**src/rtl/tile_ram_write_sequencer.sv**
```systemverilog
// tile_ram_write_sequencer: arbitrates single-cell and bulk (clear/fill) writes onto tile RAM port A
module tile_ram_write_sequencer #(
    parameter int COLS       = 80,
    parameter int ROWS       = 8,
    parameter bit BLANK_ONLY = 0
) (
    input  logic       clk,
    input  logic       reset_n,
    input  logic       video_on,
    input  logic       clear_req,
    input  logic       fill_req,
    input  logic [1:0] fill_code,
    input  logic       wr_req,
    input  logic [6:0] wr_x,
    input  logic [2:0] wr_y,
    input  logic [1:0] wr_code,
    output logic       wr_ack,
    output logic       err_tick,
    output logic       we,
    output logic [9:0] waddr,
    output logic [2:0] wdata,
    output logic       busy,
    output logic       done_tick
);
    typedef enum logic [1:0] {IDLE, CLEAR, FILL} state_t;

    state_t     state, state_nx, mode;
    logic [6:0] x, x_nx, bx;
    logic [2:0] y, y_nx, by;
    logic [1:0] fcode, fcode_nx;
    logic       start_clr, start_fill, bulk, issue, last, single, in_range;
    logic       we_nx, wr_ack_nx, err_nx, busy_nx, done_nx;
    logic [9:0] waddr_nx;
    logic [2:0] wdata_nx;

    // state, scan position, latched fill code and all registered outputs
    always_ff @(posedge clk or negedge reset_n) begin
        if (!reset_n) begin
            state     <= IDLE;
            x         <= '0;
            y         <= '0;
            fcode     <= '0;
            we        <= 1'b0;
            waddr     <= '0;
            wdata     <= '0;
            wr_ack    <= 1'b0;
            err_tick  <= 1'b0;
            busy      <= 1'b0;
            done_tick <= 1'b0;
        end else begin
            state     <= state_nx;
            x         <= x_nx;
            y         <= y_nx;
            fcode     <= fcode_nx;
            we        <= we_nx;
            waddr     <= waddr_nx;
            wdata     <= wdata_nx;
            wr_ack    <= wr_ack_nx;
            err_tick  <= err_nx;
            busy      <= busy_nx;
            done_tick <= done_nx;
        end
    end

    // next state: bulk starts reset the scan to (0,0) so the first cell is written next cycle
    always_comb begin
        start_clr  = clear_req && state != CLEAR;
        start_fill = fill_req && !clear_req && state == IDLE;
        mode       = start_clr ? CLEAR : start_fill ? FILL : state;
        bx         = (start_clr || start_fill) ? 7'd0 : x;
        by         = (start_clr || start_fill) ? 3'd0 : y;
        bulk       = mode != IDLE;
        issue      = bulk && !(BLANK_ONLY && video_on);
        last       = int'(bx) == COLS - 1 && int'(by) == ROWS - 1;
        fcode_nx   = start_fill ? fill_code : fcode;
        state_nx   = (issue && last) ? IDLE : mode;
        x_nx       = !issue ? bx : (int'(bx) == COLS - 1 ? 7'd0 : bx + 7'd1);
        y_nx       = (issue && int'(bx) == COLS - 1) ? by + 3'd1 : by;
    end

    // next outputs: bulk write wins, otherwise a single write only when no bulk request is present
    always_comb begin
        single    = state == IDLE && !clear_req && !fill_req && wr_req;
        in_range  = int'(wr_x) < COLS && int'(wr_y) < ROWS;
        we_nx     = issue || (single && in_range);
        waddr_nx  = issue ? {by, bx} : single ? {wr_y, wr_x} : 10'd0;
        wdata_nx  = issue ? (mode == CLEAR ? 3'b000 : {1'b1, fcode_nx})
                  : single ? {1'b1, wr_code} : 3'b000;
        wr_ack_nx = single;
        err_nx    = single && !in_range;
        busy_nx   = bulk;
        done_nx   = issue && last;
    end
endmodule

```
**config.mk**
```make
export PLATFORM = sky130hd
export DESIGN_NAME = tile_ram_write_sequencer
export DESIGN_NICKNAME = d
export VERILOG_FILES = /design/src/rtl/tile_ram_write_sequencer.sv
export SDC_FILE = /design/constraint.sdc
export NUM_CORES = 1
export LEC_CHECK = 0
export ABC_AREA = 1
export CORE_MARGIN = 2
export CORE_UTILIZATION = 35
export DETAILED_ROUTE_END_ITERATION = 7
export GPL_TIMING_DRIVEN = 0
export MAX_ROUTING_LAYER = met4
export PLACE_DENSITY_LB_ADDON = 0.08
export SYNTH_ARGS = -nofsm -noshare
export SYNTH_HDL_FRONTEND = slang
export SYNTH_SLANG_ARGS = --single-unit
```
**constraint.sdc**
```tcl
create_clock -name clk -period 2.7 [get_ports clk]
set_input_delay 0.81 -clock clk [delete_from_list [all_inputs] [get_ports clk]]
set_output_delay 0.81 -clock clk [all_outputs]
set_load 0.1 [all_outputs]
```
==> impl_results.md, run 1 <==
- N_diodes: 0
- GR Util All Layers: 0.148
- Switching Share: 0.444
- Postcts setup bufs: 0
- Syn_nets: between 150 and 200
- Worst Max-Slew Pin Slew: 971 ps
- CP Depth: 1
- Clock Power Share: 0.237
- Crit-path max FO: 1
- Critical-path top delay cell: clkdlybuf4s50_1
- Die Ht: about 70 µm
- Comb power frac: 0.449
- # DRC: 0
- Post-DP Area: 1880 µm²
- ANT nets after route: 0
- DIE WIDTH: 68.6 µm
- Unique masters post-synth: 24
- Top Layer Used: met4
- Post-Synthesis Cells: 159
- CP required: 1890 ps
- Syn Area/Cell: 9.19 µm²
- Number of DRC markers in iteration 0: 61
- RSZ-0062 raised after global routing: false
- Worst r2r path cells: 12
- PortBufs: 36
- I/O Pins: 38
- Later-pin clock latency in the skew report: between 200 and 300 ps
- Vias per inst: 4.38
- Design area: 2010 µm²
- Critical path, cell by cell: clkdlybuf4s50_1
- Hpwl dp: ~2200 µm
- Wire per inst: 11.2 µm
- Vias in the first global route: approximately 1,100
- Pwr per Cell Area: 1040 nW/µm²
- Vias: 1,108
- CTS root buffer: clkbuf_8
- Crit-path max cell delay: 1130 ps
- Critical path buffer and inverter count: 1
- Sink Count: 32
- Final Non-Filler Cells: roughly 250
- Setup CP Type: flip-flop to primary output
- Status: finished, final reports clean
- Worst rel slew slack: 0.351
- Final net count: 225
- Reg-to-reg critical path startpoint: state[1]$_DFF_PN0_
- Crit. End Element: primary output
- First-pass GRT wire length: 4910 µm
- Max-cap viol count: 0
- M1 WL: around 1300 µm
- Share of layout cells above drive strength 1: 0.138
- Worst EP arrival: 1740 ps
- Startpoint types: flip-flop
- Flop and latch count out of synthesis: 32
- Cell Area, Synth: 1460 µm²
- Grt total ovfl: 0
- Peak Freq: 392 MHz
- Peak VDD IR: approximately 0.41 mV
- Hold path startpoint: y[1]$_DFF_PN0_
- H-tree depth: 2
- Worst hold stages: 2
- Register area share after synthesis: 0.548
- NetSw: 929 µW
- Area growth from synthesis to layout: 37.4%
- Final Critical Period: 2550 ps
- Die area: 4710 µm²
- Design Power: about 2100 µW
- Initial antenna violation count: 0
- First-pass detailed-route iteration total: 4
- Leakage: 0.00103 µW
- Hold Path Class: flip-flop to flip-flop
- Gpl congestion: 0.781
- Hold WS: 564 ps
- Final Max Slew Viols: 0
- Ys Warns: 0
- Clock slew at reported path FFs: 60 ps
- Core area: 4000 µm²
- Routed wl met3: 194 µm
- Largest delay share family, worst path: buffers and inverters
- Clock Tree Buf Depth: 2
- Seq pwr share: 0.314
- # setup viols final: 0
- Largest net degree at the start of global routing: 33
- Fin util: 0.502
- Part of the cycle the worst path needs: 0.946
- Worst Skew: 3.54 ps
- Met2 wire length: 1300 µm
- Core Rows: 23
- Final Hold Fails: 0
- Cts bufs inserted: 5
- P_int: about 1200 µW
- Starting Density: 0.365
- CTS tree: built
- Detailed Route WL: 2850 µm
- Critical path origin: waddr[3]$_DFF_PN0_
- Dpl cells: ~250
==> stage by stage <==
step	setup WS (ps)	setup TNS (ps)
2_1_floorplan	617	0
3_3_place_gp	-39.1	-244
3_5_place_dp	-63.2	-423
4_1_cts	142	0
5_1_grt	31.4	0
6_report	147	0
==> worst paths after layout <==
kind | slack (ps) | to
min reg2reg | 560 | waddr[8]$_DFF_PN0_
min in group asynchronous | 570 | wdata[0]$_DFF_PN0_
max | 150 | waddr[3]
min | 560 | waddr[8]$_DFF_PN0_
max reg2reg | 870 | y[0]$_DFF_PN0_
max in group asynchronous | 1700 | y[1]$_DFF_PN0_
==> flip-flops by register name (all words and copies together), names as in the netlist <==
signal / flops
wr_ack: 1
x: 7
state: 2
done_tick: 1
err_tick: 1
fcode: 2
y: 3
busy: 1
we: 1
wdata: 3
waddr: 10
==> routing by layer <==
metal / vias to the layer above / global-route usage
met5: - / -
met4: 0 / 0.0675
met3: 7 / 0.0373
met2: 31 / 0.231
met1: 494 / 0.181
li1: 576 / -
==> synthesized netlist by cell type <==
library cell	instances	area (µm²)
nor2_2	3	18.8
ha_1	3	37.5
nand3_4	1	17.5
inv_2	1	3.75
nor3_4	1	16.3
inv_1	29	109
nand3b_4	1	20.0
nand3_1	3	15.0
nand2_1	38	143
nor2_1	11	41.3
o22ai_1	3	18.8
nor3_1	1	5.00
or2_2	1	6.26
nand2_4	2	22.5
nand3_2	1	10.0
o21ai_0	14	70.1
nand2_2	4	25.0
buf_2	1	5.00
xor2_1	3	26.3
dfrtp_1	32	801
nor2_4	3	33.8
o211ai_1	1	7.51
clkinv_1	1	3.75
a21oi_1	1	5.00
==> cells by family after synthesis <==
family / after synthesis / share of synthesized area
AO/OA/AOI/OAI: 19 / 0.0694
flip-flops: 32 / 0.548
adder cells (fa/ha/maj): 3 / 0.0257
AND/OR/NAND/NOR: 70 / 0.256
buffers and inverters: 32 / 0.0830
XOR/XNOR: 3 / 0.0180
==> cells in the final DEF, fill, tap and decap left out <==
cell | synthesis | final
dlymetal6s2s_1 | 0 | 1
nand2_1 | 38 | 38
a21oi_1 | 1 | 1
or2_2 | 1 | 1
dfrtp_1 | 32 | 32
nor3_4 | 1 | 1
nor2_4 | 3 | 3
nor2_2 | 3 | 3
nand3_4 | 1 | 1
o211ai_1 | 1 | 1
nand3_2 | 1 | 1
clkdlybuf4s50_1 | 0 | 34
xor2_1 | 3 | 3
nand2_2 | 4 | 4
clkinv_1 | 1 | 1
inv_1 | 29 | 29
o22ai_1 | 3 | 3
nor3_1 | 1 | 1
nand2_4 | 2 | 2
nor2_1 | 11 | 11
nand3_1 | 3 | 3
buf_2 | 1 | 2
ha_1 | 3 | 3
o21ai_0 | 14 | 14
clkbuf_8 | 0 | 7
nand3b_4 | 1 | 1
bufinv_16 | 0 | 1
inv_2 | 1 | 1
==> power by group through the flow <==
stage	registers [µW]	clock network (µW)	logic, µW
floorplan	1100	0	280
global placement	664	0	934
detailed placement	667	0	942
CTS	657	506	946
global route	670	528	1020
finish	657	497	940
==> layout make-up <==
type                       count  area [µm²]
tap                           50        62.6
multi-input combinational     95         539
clock inverter                 1        30.0
clock buffer                   7        96.3
fill                         373        1990
sequential                    32         801
timing repair buffer          36         358
buffer                         1        5.00
inverter                      31         116
==> repair_timing <==
action | in CTS | in global routing
resized for setup | 0 | 1
setup endpoints to repair | 0 | 1
hold buffers | 0 | 0
hold endpoints to repair | 0 | 0
No activity file was read; power rests on OpenSTA's default activity.
==> inputs of run 2 (changes only) <==
--- a/config.mk
+++ b/config.mk
@@ -6,6 +6,7 @@
 export NUM_CORES = 1
 export LEC_CHECK = 0
 export ABC_AREA = 1
+export CORE_ASPECT_RATIO = 0.7
 export CORE_MARGIN = 2
 export CORE_UTILIZATION = 35
 export DETAILED_ROUTE_END_ITERATION = 7
==> constraint.sdc (replaced) <==
create_clock -name clk -period 2.9 [get_ports clk]
set_input_delay 0.87 -clock clk [delete_from_list [all_inputs] [get_ports clk]]
set_output_delay 0.87 -clock clk [all_outputs]
set_load 0.1 [all_outputs]
==> impl_results.md, run 2 (synthesis results as in run 1) <==
- Status: finished, final reports clean (unchanged)
- Largest net degree at the start of global routing: 33 (unchanged)
- Die area: 4720 µm² (was 4710 µm²)
- GR Util All Layers: 0.160 (was 0.148)
- Met2 wire length: 1260 µm (was 1300 µm)
- # DRC: 0 (unchanged)
- Core area: 3970 µm² (was 4000 µm²)
- Sink Count: 32 (unchanged)
- Peak VDD IR: 0.640 mV (was 0.407 mV)
- Final Critical Period: 2630 ps
- Top reg by flops: waddr (unchanged)
- Most common cell after layout, fill and taps aside: nand2_1 (unchanged)
- Setup CP Type: flip-flop to primary output (unchanged)
- Crit-path max FO: 1 (unchanged)
- Core Rows: 19 (was 23)
- Later-pin clock latency in the skew report: 280 ps (about the same)
- Worst rel slew slack: 0.348 (was 0.351)
- Crit-path max cell delay: 1130 ps (about the same)
- Critical-path top delay cell: clkdlybuf4s50_1 (unchanged)
- Peak Freq: 381 MHz
- N_diodes: 0 (unchanged)
- Area growth from synthesis to layout: 36.1% (was 37.4%)
- M1 WL: 1590 µm (was 1300 µm)
- PortBufs: 36 (unchanged)
- # setup viols final: 0 (unchanged)
- First-pass detailed-route iteration total: 4 (unchanged)
- Postcts setup bufs: 0 (unchanged)
- Routed wl met3: 168 µm (was 194 µm)
- Worst Skew: 5.51 ps (was 3.54 ps)
- ANT nets after route: 0 (unchanged)
- I/O Pins: 38 (unchanged)
- Die Ht: 58.1 µm (was 68.6 µm)
- DIE WIDTH: 81.2 µm (was 68.6 µm)
- Hold Path Class: flip-flop to flip-flop (unchanged)
- Part of the cycle the worst path needs: 0.905
- Grt total ovfl: 0 (unchanged)
- Worst Max-Slew Pin Slew: 974 ps (was 971 ps)
- Gpl congestion: 0.809 (was 0.781)
- Final Hold Fails: 0 (unchanged)
- CTS tree: built (unchanged)
- Starting Density: 0.368 (was 0.365)
- Number of DRC markers in iteration 0: 65 (was 61)
- Vias in the first global route: 1,124 (was 1,128)
- Cts hold-fix bufs: 0 (unchanged)
- Critical path buffer and inverter count: 1 (unchanged)
- Top Registers: waddr: 10 flops, x: 7 flops (unchanged)
- CP required: 2030 ps (was 1890 ps)
- Initial antenna violation count: 0 (unchanged)
- Crit. End Element: primary output (unchanged)
- Fillers: 377 (was 373)
- Final Max Slew Viols: 0 (unchanged)
- Clock Tree Buf Depth: 2 (unchanged)
- H-tree depth: 2 (unchanged)
- Clock slew at reported path FFs: 60 ps (about the same)
- Vias: 1,122 (was 1,108)
- Most frequent cells in the layout: 38 x nand2_1, 35 x clkdlybuf4s50_1, 32 x dfrtp_1 (was 38 x nand2_1, 34 x clkdlybuf4s50_1, 32 x dfrtp_1)
- RSZ-0062 raised after global routing: false (unchanged)
- First-pass GRT wire length: 5350 µm (was 4910 µm)
- Hpwl dp: 2350 µm (was 2210 µm)
- Startpoint types: flip-flop (unchanged)
- Critical path, cell by cell: clkdlybuf4s50_1 (unchanged)
- # resized after CTS: 0 (unchanged)
- Worst EP arrival: 1760 ps (was 1740 ps)
- Max-cap viol count: 0 (unchanged)
- Share of layout cells above drive strength 1: 0.133 (was 0.138)
- Post-route setup TNS: 0 ps (unchanged)
- Detailed Route WL: 3070 µm (was 2850 µm)
- Pwr per Cell Area: 960 nW/µm² (was 1040 nW/µm²)
- Final net count: 225 (unchanged)
- Cts bufs inserted: 5 (unchanged)
- Largest delay share family, worst path: buffers and inverters (unchanged)
- Leakage: 0.00101 µW (was 0.00103 µW)
- Vias per inst: 4.40 (was 4.38)
- Max reg flops: 10 (unchanged)
- CTS root buffer: clkbuf_8 (unchanged)
- Wire per inst: 12.0 µm (was 11.2 µm)
- Hold WS: 541 ps (was 564 ps)
- Top Layer Used: met4 (unchanged)
run 2: cell count changes in the layout (fill, tap and decap cells not counted):
cell and delta:
clkinv_2 +1, clkbuf_8 -2, clkbuf_1 +1, clkdlybuf4s50_1 +1, dlymetal6s2s_1 -1
run 2: tightest hold or removal path, delay by kind of cell (launching register included):
family,cells,cell delay (ps)
AOI/OAI and AO/OA,1,70
DFF,1,360
and+or+nand+nor,1,80
run 2: power breakdown:
group / switching, µW / internal, µW
logic: 652 / 222
registers: 59.6 / 559
clock network: 162 / 255
run 2: worst paths after layout:
path / from / end / slack (ps) / cells after the start
worst max register to register: state[1]$_DFF_PN0_ / y[1]$_DFF_PN0_ / 1040 / 13
worst min-delay path: y[1]$_DFF_PN0_ / waddr[8]$_DFF_PN0_ / 540 / 2
min in group asynchronous: reset_n / state[0]$_DFF_PN0_ / 630 / 1
worst min register to register: y[1]$_DFF_PN0_ / waddr[8]$_DFF_PN0_ / 540 / 2
worst max-delay path: waddr[4]$_DFF_PN0_ / waddr[4] / 270 / 1
max in group asynchronous: reset_n / waddr[7]$_DFF_PN0_ / 1820 / 1
run 2: area by class of cell:
cell class / count / area (µm²) / area share
Sequential cell: 32 / 801 / 0.403
Multi-Input combinational cell: 95 / 539 / 0.271
Timing Repair Buffer: 36 / 355 / 0.179
Inverter: 31 / 116 / 0.0585
Clock buffer: 6 / 72.6 / 0.0365
Tap cell: 52 / 65.1 / 0.0327
Clock inverter: 2 / 35.0 / 0.0176
Buffer: 1 / 5.00 / 0.00252
run 2: per-layer routing:
metal | global-route usage | up-vias
li1 | - | 572
met1 | 0.231 | 508
met2 | 0.213 | 34
met3 | 0.0483 | 8
met4 | 0.0581 | 0
met5 | - | -
run 2: metrics by stage:
step           cells  cell area, µm²   util  total power, µW  setup WS (ps)
4_1_cts          255            1990  0.501             1920            264
3_5_place_dp     247            1880  0.474             1510           53.7
5_1_grt          255            1990  0.501             2020            148
6_report         255            1990  0.501             1910            275
3_3_place_gp     247            1890  0.475             1490           78.7
2_1_floorplan    159            1460      -             1280            757
==> inputs of run 3 (changes only) <==
--- a/config.mk
+++ b/config.mk
@@ -9,10 +9,12 @@
 export CORE_ASPECT_RATIO = 0.7
 export CORE_MARGIN = 2
 export CORE_UTILIZATION = 35
+export CTS_CLUSTER_SIZE = 12
 export DETAILED_ROUTE_END_ITERATION = 7
 export GPL_TIMING_DRIVEN = 0
 export MAX_ROUTING_LAYER = met4
 export PLACE_DENSITY_LB_ADDON = 0.08
+export SLEW_MARGIN = 20
 export SYNTH_ARGS = -nofsm -noshare
 export SYNTH_HDL_FRONTEND = slang
 export SYNTH_SLANG_ARGS = --single-unit
==> impl_results.md, run 3 (synthesis results as in run 1) <==
- Status: finished, final reports clean (unchanged)
- Clock Power Share: 0.187 (was 0.218)
- ANT nets after route: 0 (unchanged)
- Crit-path max FO: 1 (unchanged)
- Core area: 3970 µm² (unchanged)
- GR Util All Layers: 0.155 (was 0.160)
- Final net count: 226 (was 225)
- Starting Density: 0.368 (unchanged)
- Final Max Slew Viols: 0 (unchanged)
- CP required: 2030 ps (about the same)
- Most frequent cells in the layout: 38 x nand2_1, 35 x clkdlybuf4s50_1, 32 x dfrtp_1 (unchanged)
- N_diodes: 0 (unchanged)
- Number of DRC markers in iteration 0: 40 (was 65)
- Post-route setup TNS: 0 ps (unchanged)
- Vias: 1,121 (was 1,122)
- Core Rows: 19 (unchanged)
- Hpwl dp: 2410 µm (was 2350 µm)
- Hold Path Class: primary input to asynchronous set/reset pin (was flip-flop to flip-flop)
- Max reg flops: 10 (unchanged)
- Share of layout cells above drive strength 1: 0.142 (was 0.133)
- RSZ-0062 raised after global routing: false (unchanged)
- Fillers: 377 (unchanged)
- Die area: 4720 µm² (unchanged)
- Gpl congestion: 0.809 (unchanged)
- First-pass detailed-route iteration total: 4 (unchanged)
- PortBufs: 36 (unchanged)
- Sink Count: 32 (unchanged)
- Pwr per Cell Area: 924 nW/µm² (was 960 nW/µm²)
- Max-cap viol count: 0 (unchanged)
- # resized after CTS: 0 (unchanged)
- DIE WIDTH: 81.2 µm (unchanged)
- Crit-path max cell delay: 1130 ps (about the same)
- Die Ht: 58.1 µm (unchanged)
- Most common cell after layout, fill and taps aside: nand2_1 (unchanged)
- Final Critical Period: 2630 ps (about the same)
- Largest net degree at the start of global routing: 26 (was 33)
- CTS root buffer: clkbuf_8 (unchanged)
- Cts hold-fix bufs: 0 (unchanged)
- CTS tree: built (unchanged)
- Met1 usage: 0.216 (was 0.231)
- P_int: 954 µW (was 1040 µW)
- Critical path buffer and inverter count: 1 (unchanged)
- Multi-input gate area: 539 µm² (unchanged)
- Leakage: 0.00100 µW (was 0.00101 µW)
- Worst rel slew slack: 0.348 (about the same)
- Worst EP arrival: 1760 ps (about the same)
- Fin util: 0.502 (was 0.501)
- Critical-path top delay cell: clkdlybuf4s50_1 (unchanged)
- Grt total ovfl: 0 (unchanged)
- Worst Max-Slew Pin Slew: 975 ps (was 974 ps)
- Wire per inst: 12.0 µm (about the same)
- Cts bufs inserted: 5 (unchanged)
- Vias in the first global route: 1,104 (was 1,124)
- # setup viols final: 0 (unchanged)
- Top reg by flops: waddr (unchanged)
- Grt met3 use: 0.0498 (was 0.0483)
- Worst Skew: 6.16 ps (was 5.51 ps)
- Comb power frac: 0.477 (was 0.458)
- Crit. End Element: primary output (unchanged)
- Critical path, cell by cell: clkdlybuf4s50_1 (unchanged)
- # DRC: 0 (unchanged)
- Clock Tree Buf Depth: 2 (unchanged)
- Setup CP Type: flip-flop to primary output (unchanged)
- Peak Freq: 381 MHz (about the same)
- Largest delay share family, worst path: buffers and inverters (unchanged)
- Final Hold Fails: 0 (unchanged)
- Top Registers: waddr: 10 flops, x: 7 flops (unchanged)
- Seq pwr share: 0.336 (was 0.324)
- Area growth from synthesis to layout: 36.5% (was 36.1%)
- Vias per inst: 4.38 (was 4.40)
- NetSw: 889 µW (was 873 µW)
- Later-pin clock latency in the skew report: 280 ps (about the same)
- Switching Share: 0.482 (was 0.457)
- Part of the cycle the worst path needs: 0.906 (was 0.905)
- Peak VDD IR: 0.608 mV (was 0.640 mV)
- Detailed Route WL: 3080 µm (was 3070 µm)
- Worst r2r path cells: 13 (unchanged)
- H-tree depth: 2 (unchanged)
- First-pass GRT wire length: 5150 µm (was 5350 µm)
- Startpoint types: flip-flop (unchanged)
- Postcts setup bufs: 0 (unchanged)
- Met2 global-route usage: 0.211 (was 0.213)
- GR peak layer: met1 (unchanged)
- Clock slew at reported path FFs: 80 ps (was 60 ps)
- CP Depth: 1 (unchanged)
- Sequential cell area: 801 µm² (unchanged)
- I/O Pins: 38 (unchanged)
- Initial antenna violation count: 0 (unchanged)
[run 3: changes by cell type in the layout (fill, tap and decap cells not counted), sizes merged]
| cell | delta |
|---|---|
| clkbuf | -1 |
| buf | +1 |
| bufinv | -1 |
| clkinvlp | +2 |
[run 3: path summary, 6_finish.rpt]
check	from	endpoint	slack, ps
setup / recovery	waddr[1]$_DFF_PN0_	waddr[1]	270
hold / removal	reset_n	y[2]$_DFF_PN0_	430
setup reg to reg	state[1]$_DFF_PN0_	y[0]$_DFF_PN0_	1030
hold reg to reg	y[1]$_DFF_PN0_	waddr[8]$_DFF_PN0_	550
max in group asynchronous	reset_n	waddr[8]$_DFF_PN0_	2070
min in group clk	y[1]$_DFF_PN0_	waddr[8]$_DFF_PN0_	550
[run 3: through the flow]
stage	cell area (µm²)	hold slack, ps	power, µW	cells	setup WS (ps)
finish	1990	434	1840	256	273
global route	1990	434	1950	256	143
CTS	1990	434	1860	256	251
detailed placement	1900	539	1510	248	49.3
global placement	1890	533	1490	247	78.7
floorplan	1460	505	1280	159	757
[run 3: power by group through the flow]
stage	Sequential [µW]	Clock [µW]	Combinational, µW
after detailed placement	626	0	885
after global placement	622	0	870
after global routing	632	375	939
after floorplan	1020	0	260
after CTS	619	351	887
final	618	345	879
[run 3: per-layer routing]
metal,share of wire,routed length [µm]
met5,0,0
met4,0.016,49
met3,0.070,216
met2,0.42,1280
met1,0.50,1530
[run 3: layout make-up]
class,instances,share of cell area
Clock buffer,5,0.0345
Clock inverter,3,0.0119
Timing Repair Buffer,37,0.188
Inverter,31,0.0583
Multi-Input combinational cell,95,0.270
Tap cell,52,0.0326
Sequential cell,32,0.402
Buffer,1,0.00251
